File: src/rtl/led_activity_driver_pkg.sv
// Shared definitions for the LED activity driver.
// Contents:
//   led_state_e : per-channel blink state encoding (IDLE / ON / GAP). Code 2'd3 is unused
//                 and is treated as IDLE by the channel FSM.
//   max_int     : elaboration-time maximum, used to size the shared on/gap counter.
package led_activity_driver_pkg;

  typedef enum logic [1:0] {
    LED_IDLE = 2'd0,
    LED_ON   = 2'd1,
    LED_GAP  = 2'd2
  } led_state_e;

  function automatic int max_int(input int a, input int b);
    if (a > b) begin
      return a;
    end else begin
      return b;
    end
  endfunction

endpackage

File: src/rtl/led_activity_driver_stretch_ch.sv
// One LED channel: turns single-cycle activity strobes into a fixed-length blink followed by
// a fixed minimum dark gap. At most one strobe is remembered while a blink/gap is running.
// Ports:
//   clk     in   rising-edge clock
//   rst_n   in   asynchronous active-low reset
//   evt     in   activity strobe, sampled every clock edge
//   active  out  1 while the channel is in its ON (blink) state
module led_activity_driver_stretch_ch
  import led_activity_driver_pkg::*;
#(
  parameter int STRETCH_CYCLES = 2500000,
  parameter int GAP_CYCLES     = 1250000
) (
  input  logic clk,
  input  logic rst_n,
  input  logic evt,
  output logic active
);

  // One counter serves both ON and GAP, so it is sized for the longer of the two.
  localparam int CNT_W = $clog2(max_int(STRETCH_CYCLES, GAP_CYCLES) + 1);
  localparam logic [CNT_W-1:0] STRETCH_LOAD = CNT_W'(STRETCH_CYCLES - 1);
  localparam logic [CNT_W-1:0] GAP_LOAD     = CNT_W'(GAP_CYCLES - 1);
  localparam logic [CNT_W-1:0] CNT_ZERO     = {CNT_W{1'b0}};
  localparam logic [CNT_W-1:0] CNT_ONE      = CNT_W'(1);

  led_state_e       state_r;
  led_state_e       state_s;
  logic [CNT_W-1:0] cnt_r;
  logic [CNT_W-1:0] cnt_s;
  logic             pending_r;
  logic             pending_s;

  // State, counter and pending-strobe registers.
  always_ff @(posedge clk or negedge rst_n) begin
    if (!rst_n) begin
      state_r   <= LED_IDLE;
      cnt_r     <= CNT_ZERO;
      pending_r <= 1'b0;
    end else begin
      state_r   <= state_s;
      cnt_r     <= cnt_s;
      pending_r <= pending_s;
    end
  end

  // Next-state logic: ON and GAP each count down to zero from (length-1).
  always_comb begin
    state_s   = state_r;
    cnt_s     = cnt_r;
    pending_s = pending_r;
    case (state_r)
      LED_IDLE: begin
        if (evt) begin
          state_s = LED_ON;
          cnt_s   = STRETCH_LOAD;
        end else begin
          state_s = LED_IDLE;
        end
      end
      LED_ON: begin
        // pending is a single flag, so repeated strobes collapse into one.
        if (evt) begin
          pending_s = 1'b1;
        end else begin
          pending_s = pending_r;
        end
        if (cnt_r == CNT_ZERO) begin
          state_s = LED_GAP;
          cnt_s   = GAP_LOAD;
        end else begin
          cnt_s   = cnt_r - CNT_ONE;
        end
      end
      LED_GAP: begin
        if (cnt_r == CNT_ZERO) begin
          // A strobe arriving in the last gap cycle restarts the blink with no IDLE cycle.
          if (pending_r | evt) begin
            state_s = LED_ON;
            cnt_s   = STRETCH_LOAD;
          end else begin
            state_s = LED_IDLE;
          end
          pending_s = 1'b0;
        end else begin
          cnt_s = cnt_r - CNT_ONE;
          if (evt) begin
            pending_s = 1'b1;
          end else begin
            pending_s = pending_r;
          end
        end
      end
      default: begin
        state_s   = LED_IDLE;
        cnt_s     = CNT_ZERO;
        pending_s = 1'b0;
      end
    endcase
  end

  assign active = (state_r == LED_ON);

endmodule

File: src/rtl/led_activity_driver.sv
// LED activity driver: generates the anode drive for N_CH decoupled LED indicators from
// single-cycle core status strobes, with fixed blink length, minimum dark gap, global PWM
// dimming and a lamp-test override.
// Ports:
//   CLK        in   rising-edge clock
//   RST_N      in   asynchronous active-low reset (also forces LED_A dark immediately)
//   EVENT      in   per-channel activity strobe
//   BRIGHT     in   global brightness, 0 = dark, all-ones = always on
//   LAMP_TEST  in   force every LED fully on (does not disturb channel state)
//   LED_A      out  anode drive, 1 = lit
//   ACTIVE     out  per-channel blink state, not PWM-masked
module led_activity_driver
  import led_activity_driver_pkg::*;
#(
  parameter int N_CH           = 4,
  parameter int STRETCH_CYCLES = 2500000,
  parameter int GAP_CYCLES     = 1250000,
  parameter int PWM_BITS       = 4
) (
  input  logic                CLK,
  input  logic                RST_N,
  input  logic [N_CH-1:0]     EVENT,
  input  logic [PWM_BITS-1:0] BRIGHT,
  input  logic                LAMP_TEST,
  output logic [N_CH-1:0]     LED_A,
  output logic [N_CH-1:0]     ACTIVE
);

  logic [PWM_BITS-1:0] pwm_cnt_r;
  logic                pwm_on_s;

  // Free-running PWM phase counter shared by all channels.
  always_ff @(posedge CLK or negedge RST_N) begin
    if (!RST_N) begin
      pwm_cnt_r <= {PWM_BITS{1'b0}};
    end else begin
      pwm_cnt_r <= pwm_cnt_r + PWM_BITS'(1);
    end
  end

  // Full scale is special-cased so all-ones means 100% rather than (2**N-1)/2**N.
  assign pwm_on_s = (BRIGHT == {PWM_BITS{1'b1}}) | (pwm_cnt_r < BRIGHT);

  for (genvar i = 0; i < N_CH; i++) begin : g_ch
    led_activity_driver_stretch_ch #(
      .STRETCH_CYCLES(STRETCH_CYCLES),
      .GAP_CYCLES    (GAP_CYCLES)
    ) u_ch (
      .clk   (CLK),
      .rst_n (RST_N),
      .evt   (EVENT[i]),
      .active(ACTIVE[i])
    );
  end

  // RST_N gates the drive directly so the LEDs go dark the instant reset asserts,
  // even while LAMP_TEST is held.
  assign LED_A = {N_CH{RST_N}} & ({N_CH{LAMP_TEST}} | (ACTIVE & {N_CH{pwm_on_s}}));

endmodule

File: config.mk
export PLATFORM = sky130hd
export DESIGN_NAME = led_activity_driver
export DESIGN_NICKNAME = d
export VERILOG_FILES = /design/src/rtl/led_activity_driver_pkg.sv /design/src/rtl/led_activity_driver_stretch_ch.sv /design/src/rtl/led_activity_driver.sv
export SDC_FILE = /design/constraint.sdc
export NUM_CORES = 1
export LEC_CHECK = 0
export CORE_ASPECT_RATIO = 0.9
export CORE_MARGIN = 8
export CORE_UTILIZATION = 50
export DETAILED_ROUTE_END_ITERATION = 16
export HOLD_SLACK_MARGIN = 0.12
export PLACE_DENSITY_LB_ADDON = 0.2
export SKIP_CTS_REPAIR_TIMING = 1
export SLEW_MARGIN = 10
export SYNTH_ARGS = -nofsm -noshare
export SYNTH_HDL_FRONTEND = slang
export SYNTH_SLANG_ARGS = --single-unit
File: constraint.sdc
create_clock -name CLK -period 3.6 [get_ports CLK]
set_input_delay 0.54 -clock CLK [delete_from_list [all_inputs] [get_ports CLK]]
set_output_delay 0.54 -clock CLK [all_outputs]
set_load 0.02 [all_outputs]
Word level (Yosys, flattened, before mapping)
Cells that the tools add are included.
{"block": "op_classes", "n_addsub": 5, "multipliers": 0, "n_div": 0, "order_cmp": 1, "eq_ne": 25, "shifts": 0, "mux": 52, "bitwise": 8, "reduce_logical": 16}
{"operator": "2-to-1 mux 22 bit", "count": 16}
{"operator": "case mux 22 bit (3 select lines)", "count": 4}
{"operator": "zero test 22 bit", "count": 4}
{"operator": "subtractor 22 x 1 -> 22 bit (second input constant)", "count": 4}
{"operator": "case mux 2 bit (3 select lines)", "count": 4}
{"operator": "2-to-1 mux 1 bit", "count": 16}
{"operator": "2-to-1 mux 2 bit", "count": 8}
{"operator": "!= test 2 bit (second input constant)", "count": 8}
{"operator": "AND reduction 2 bit", "count": 8}
{"operator": "!= test 3 bit (second input constant)", "count": 4}
{"operator": "case mux 1 bit (3 select lines)", "count": 4}
{"operator": "bitwise AND 4 bit", "count": 2}
{"operator": "equality test 2 x 1 -> 1 bit (second input constant)", "count": 4}
{"operator": "equality test 2 bit (second input constant)", "count": 4}
{"operator": "zero test 2 bit", "count": 4}
{"operator": "!= test 2 x 1 -> 1 bit (second input constant)", "count": 4}
{"operator": "OR 1 bit", "count": 5}
{"operator": "adder 4 x 1 -> 4 bit (second input constant)", "count": 1}
{"operator": "equality test 4 bit (second input constant)", "count": 1}
{"operator": "< comparator 4 bit", "count": 1}
{"operator": "OR 4 bit", "count": 1}
{"block": "totals", "ff_bits": 104, "latchBits": 0, "ram_bits": 0, "mem_bits_ro": 0, "input_bits": 11, "wordCells": 120, "memories": 0}

Longest topological paths before layout
{"block": "logic_depth", "ltp_word": 5, "depth_mapped": 11, "depth_no_buf": 8}

Modules after synthesis
Synthesis repeated with hierarchy kept, for this count alone.
{"block": "unflattened", "hier_cells": 861, "hier_area_um2": 7374.6}
{"mod": "led_activity_driver_stretch_ch (g_ch[0].u_ch ...)", "instances": 3, "cells_each": 209, "area_per_inst_um2": 1810.5, "seq_area_each_um2": 625.6}
{"mod": "led_activity_driver_stretch_ch (g_ch[3].u_ch)", "instances": 1, "cells_each": 200, "area_per_inst_um2": 1647.8, "seq_area_each_um2": 625.6}
{"mod": "led_activity_driver", "instances": 1, "cells_each": 34, "area_per_inst_um2": 295.3, "seq_area_each_um2": 100.1}

Least setup slack after synthesis
No wires, ideal clock.
{"block": "synth_timing", "kind": "reg-to-reg", "start": "reg g_ch[0].u_ch.cnt_r[0]", "end": "reg g_ch[0].u_ch.cnt_r[21]", "arrival_ns": 2.179, "required_time_ns": 3.477, "path_slack_ns": 1.298, "stages_incl_launch_ff": 11, "path_buffers": 2, "path_cell_list": "dfrtp_1 -> inv_1 -> ha_1 -> nor4b_4 -> nand2_2 -> or4_1 -> buf_6 -> o21ai_2 -> buf_4 -> o21ai_1 -> o2bb2ai_1"}
{"block": "synth_via", "elab_chain_cells": 3}
{"element": "start, declared", "line": "led_activity_driver_stretch_ch.sv:29", "text": "logic [CNT_W-1:0] cnt_r;"}
{"element": "start signal, assigned", "line": "led_activity_driver_stretch_ch.sv:42", "text": "cnt_r <= cnt_s;"}
{"element": "subtractor 22 x 1 -> 22 bit / zero test 22 bit (equally long branches)"}
{"element": "2-to-1 mux 22 bit (tied with other cells)", "line": "led_activity_driver_stretch_ch.sv:76", "text": "if (cnt_r == CNT_ZERO) begin"}
{"element": "case mux 22 bit (3 select lines) / AND reduction 2 bit (equally long branches)"}
Several ways; a longest one is shown, not always the timed one.
A chain may end at the register's enable or synchronous reset.

Worst setup path in the final report
{"block": "layout_timing", "start": "in BRIGHT[1]", "end": "out LED_A[1]"}
{"block": "layout_via", "elab_chain_cells": 5}
{"element": "start, declared", "line": "led_activity_driver.sv:23", "text": "input logic [PWM_BITS-1:0] BRIGHT,"}
{"element": "< comparator 4 bit / equality test 4 bit (equally long branches)", "line": "led_activity_driver.sv:42", "text": "assign pwm_on_s = (BRIGHT == {PWM_BITS{1'b1}}) | (pwm_cnt_r < BRIGHT);"}
{"element": "OR 1 bit *", "line": "led_activity_driver.sv:42"}
{"element": "bitwise AND 4 bit *", "line": "led_activity_driver.sv:58", "text": "assign LED_A = {N_CH{RST_N}} & ({N_CH{LAMP_TEST}} | (ACTIVE & {N_CH{pwm_on_s}}));"}
{"element": "OR 4 bit *", "line": "led_activity_driver.sv:58"}
{"element": "bitwise AND 4 bit *", "line": "led_activity_driver.sv:58"}
{"element": "end, declared", "line": "led_activity_driver.sv:25", "text": "output logic [N_CH-1:0] LED_A,"}
Mark *: on every way between the ends. The rest lies on a longest branch, timed or not.

==> results.yml <==
sta:
  period_needed_ns: 3.45
  max_freq_mhz: 290
  drv_slew: 0
  worst_pin_slew_ns: 0.835
  finClkSkew_ns: 0.00943
  setup-violations-final: 0
  fin_crit_sh: 0.957
  tns_ns: 0
  maxSlewHeadroom: 0.438
  rsz0062_at_grt: "no"
  hold_viol: 0
critical_path:
  cp-end-kind: "primary output"
  crit_required_ns: 3.06
  critical_path_class: "in2out"
  crit_chain: "clkdlybuf4s50_1 > inv_1 > ha_1 > a21o_1 > a21o_1 > a21oi_1 > o21ai_0 > nor2_1 > clkdlybuf4s50_1"
  slowest_stage: "clkdlybuf4s50_1"
  startpoint_type: "primary input"
  critPathTopFamily: "buffers and inverters"
  path_buf_inv: 3
  cp.arrival_ns: 2.91
  critPathMaxFanout: 2
  critPathMaxStageDelay_ns: 0.67
floorplan:
  rows: 40
  coreArea_um2: 13400
  io_pins: 19
  design.die.area_um2: 17800
  initial_core_util: 0.515
  dieWidth_um: 140
  die_h_um: 128
logic_synthesis:
  ys.flop_type: "dfrtp_1"
  synthArstFlopShare: 1.00
  synth_top_area_cell: "dfrtp_1"
  synth_seq_cells: 104
  synth_edf_count: 0
  synthCells: 815
  synth_area_leaders: "dfrtp_1, nor2_1, o21ai_0, ha_1, a21oi_1"
  synthTopCellsByCount: "dfrtp_1, nor2_1, o21ai_0, a21oi_1, nand2_1"
  syn-num-nets: 852
  synth_cell_types: 79
  yosys.area.top_type_share: 0.377
  yosysWarnings: 0
  syn_area_per_cell_um2: 8.47
  netlist_area_um2: 6910
  synth-seq-area-share: 0.377
pwr:
  powerDensity_nw_per_um2: 592
  ir_worst_vdd_uv: 455
  p_leak_nw: 3.05
  power_w: 0.00442
cts:
  h-tree-depth: 3
  clockRootBuffer: "clkbuf_16"
  cts_tree: "done"
  clock_latency_ns: 0.36
  clockBufferDepth: 2
  cts_sinks: 104
  clk_pin_slew_worst_paths_ns: 0.06
  numCtsBuffers: 9
detailed_routing:
  drt-total-wl_um: 17000
  wl_per_cell_um: 17.1
  drt_first_pass_iters: 5
  drc: 0
  drt_first_iter_violations: 575
  ant_nets: 0
  viasPerCell: 6.37
  dr_total_vias: 6317
min_path:
  hold_class: "in2async"
placement:
  dp_hpwl_um: 11800
  gp_congestion: 0.934
  numPortBuffers: 18
  dpl_cell_area_um2: 7170
grt:
  antenna_found_initial: 0
  grt_overflow: 0
  grt_pass1_wl_um: 28700
  grt_usage: 0.192
  grt_pass1_vias: 5813
  grt_max_degree: 59
status:
  status: "completed"
job:
  drv_cap: 0
cells_and_area:
  num_antenna_cells: 0
  fillCellCount: 1188
  syn_to_final_growth_pct: 8.03
  drive_gt1_frac: 0.0802
  final_area_um2: 7460
  fin_nets: 855
[sequential cells by signal (all words and copies together), names as in the netlist]
register             flops
g_ch.u_ch.pending_r      4
g_ch.u_ch.state_r        8
pwm_cnt_r                4
g_ch.u_ch.cnt_r         88
[per-layer routing]
| layer | global-route usage | share of wire | vias up |
|---|---|---|---|
| met5 | 0 | 0 | - |
| met4 | 0.0657 | 0.018 | 0 |
| met3 | 0.0406 | 0.049 | 26 |
| met2 | 0.295 | 0.46 | 170 |
| met1 | 0.264 | 0.48 | 3079 |
| li1 | - | - | 3042 |
[path summary, 6_finish.rpt]
check	startpoint	endpoint	slack (ns)	depth (start not counted)
worst min-delay path	RST_N	g_ch[3].u_ch.cnt_r[21]	0.30	2
worst max register to register	g_ch[0].u_ch.cnt_r[0]	g_ch[0].u_ch.cnt_r[21]	0.66	8
worst max-delay path	BRIGHT[1]	LED_A[1]	0.15	9
max in group asynchronous	RST_N	g_ch[0].u_ch.cnt_r[20]	2.13	3
worst min register to register	pwm_cnt_r[0]	pwm_cnt_r[0]	0.47	1
min in group CLK	pwm_cnt_r[0]	pwm_cnt_r[0]	0.47	1
[placed cells by master (no fill, tap or decap), drive strengths merged, types with 3 or more instances in the layout]
master,n
a22o,4
a311oi,5
nand3b,5
clkbuf,12
nand4,8
clkdlybuf4s50,17
inv,33
nor3,41
o211ai,6
o2bb2ai,5
ha,26
nor4,21
or2,10
or4,11
nor2,105
clkinv,4
o21a,6
or3,9
a21boi,6
nand3,25
o41ai,7
a21o,12
dfrtp,104
buf,7
a31oi,24
a21oi,64
o22a,9
xor2,6
xnor2,7
nor2b,3
a211oi,5
o22ai,10
nand2,62
o21ai,80
o31ai,20
o311ai,3
nand2b,13
[stage by stage]
| step | worst slack, ns | utilization | instances | hold slack (ns) |
|---|---|---|---|---|
| 4_1_cts | 0.121 | 0.556 | 991 | 0.325 |
| 3_3_place_gp | 0.200 | 0.534 | 975 | 0.470 |
| 3_5_place_dp | 0.125 | 0.534 | 975 | 0.475 |
| 6_report | 0.154 | 0.556 | 991 | 0.305 |
| 2_1_floorplan | 1.30 | - | 815 | 0.244 |
| 5_1_grt | 0.0925 | 0.556 | 991 | 0.357 |
[layout make-up]
type                            instances  area [µm²]  area share
Clock inverter                          4        27.5     0.00369
Inverter                               33         124      0.0166
Timing Repair Buffer                   24         223      0.0299
Clock buffer                           12         267      0.0357
Multi-Input combinational cell        646        4010       0.537
Sequential cell                       104        2600       0.349
Tap cell                              168         210      0.0282
[power by group]
group | leakage, nW | total (W) | switching, W | internal, W
Clock | 0.149 | 0.000965 | 0.000439 | 0.000526
Sequential | 1.27 | 0.00172 | 0.000314 | 0.00141
Combinational | 1.63 | 0.00173 | 0.00107 | 0.000657
Total | 3.05 | 0.00442 | 0.00183 | 0.00259
[logic make-up (layout without fill, tap and decap cells)]
logic type      after synthesis  after routing  share of synthesized area
flops                       104            104                      0.377
simple gates                321            321                      0.243
compound gates              283            283                      0.269
mux                           3              3                    0.00453
xor+xnor                     13             13                     0.0165
buf+inv                      65             73                     0.0429
fa+ha+maj                    26             26                     0.0471
Note: power is estimated with default switching activity, not from simulation.
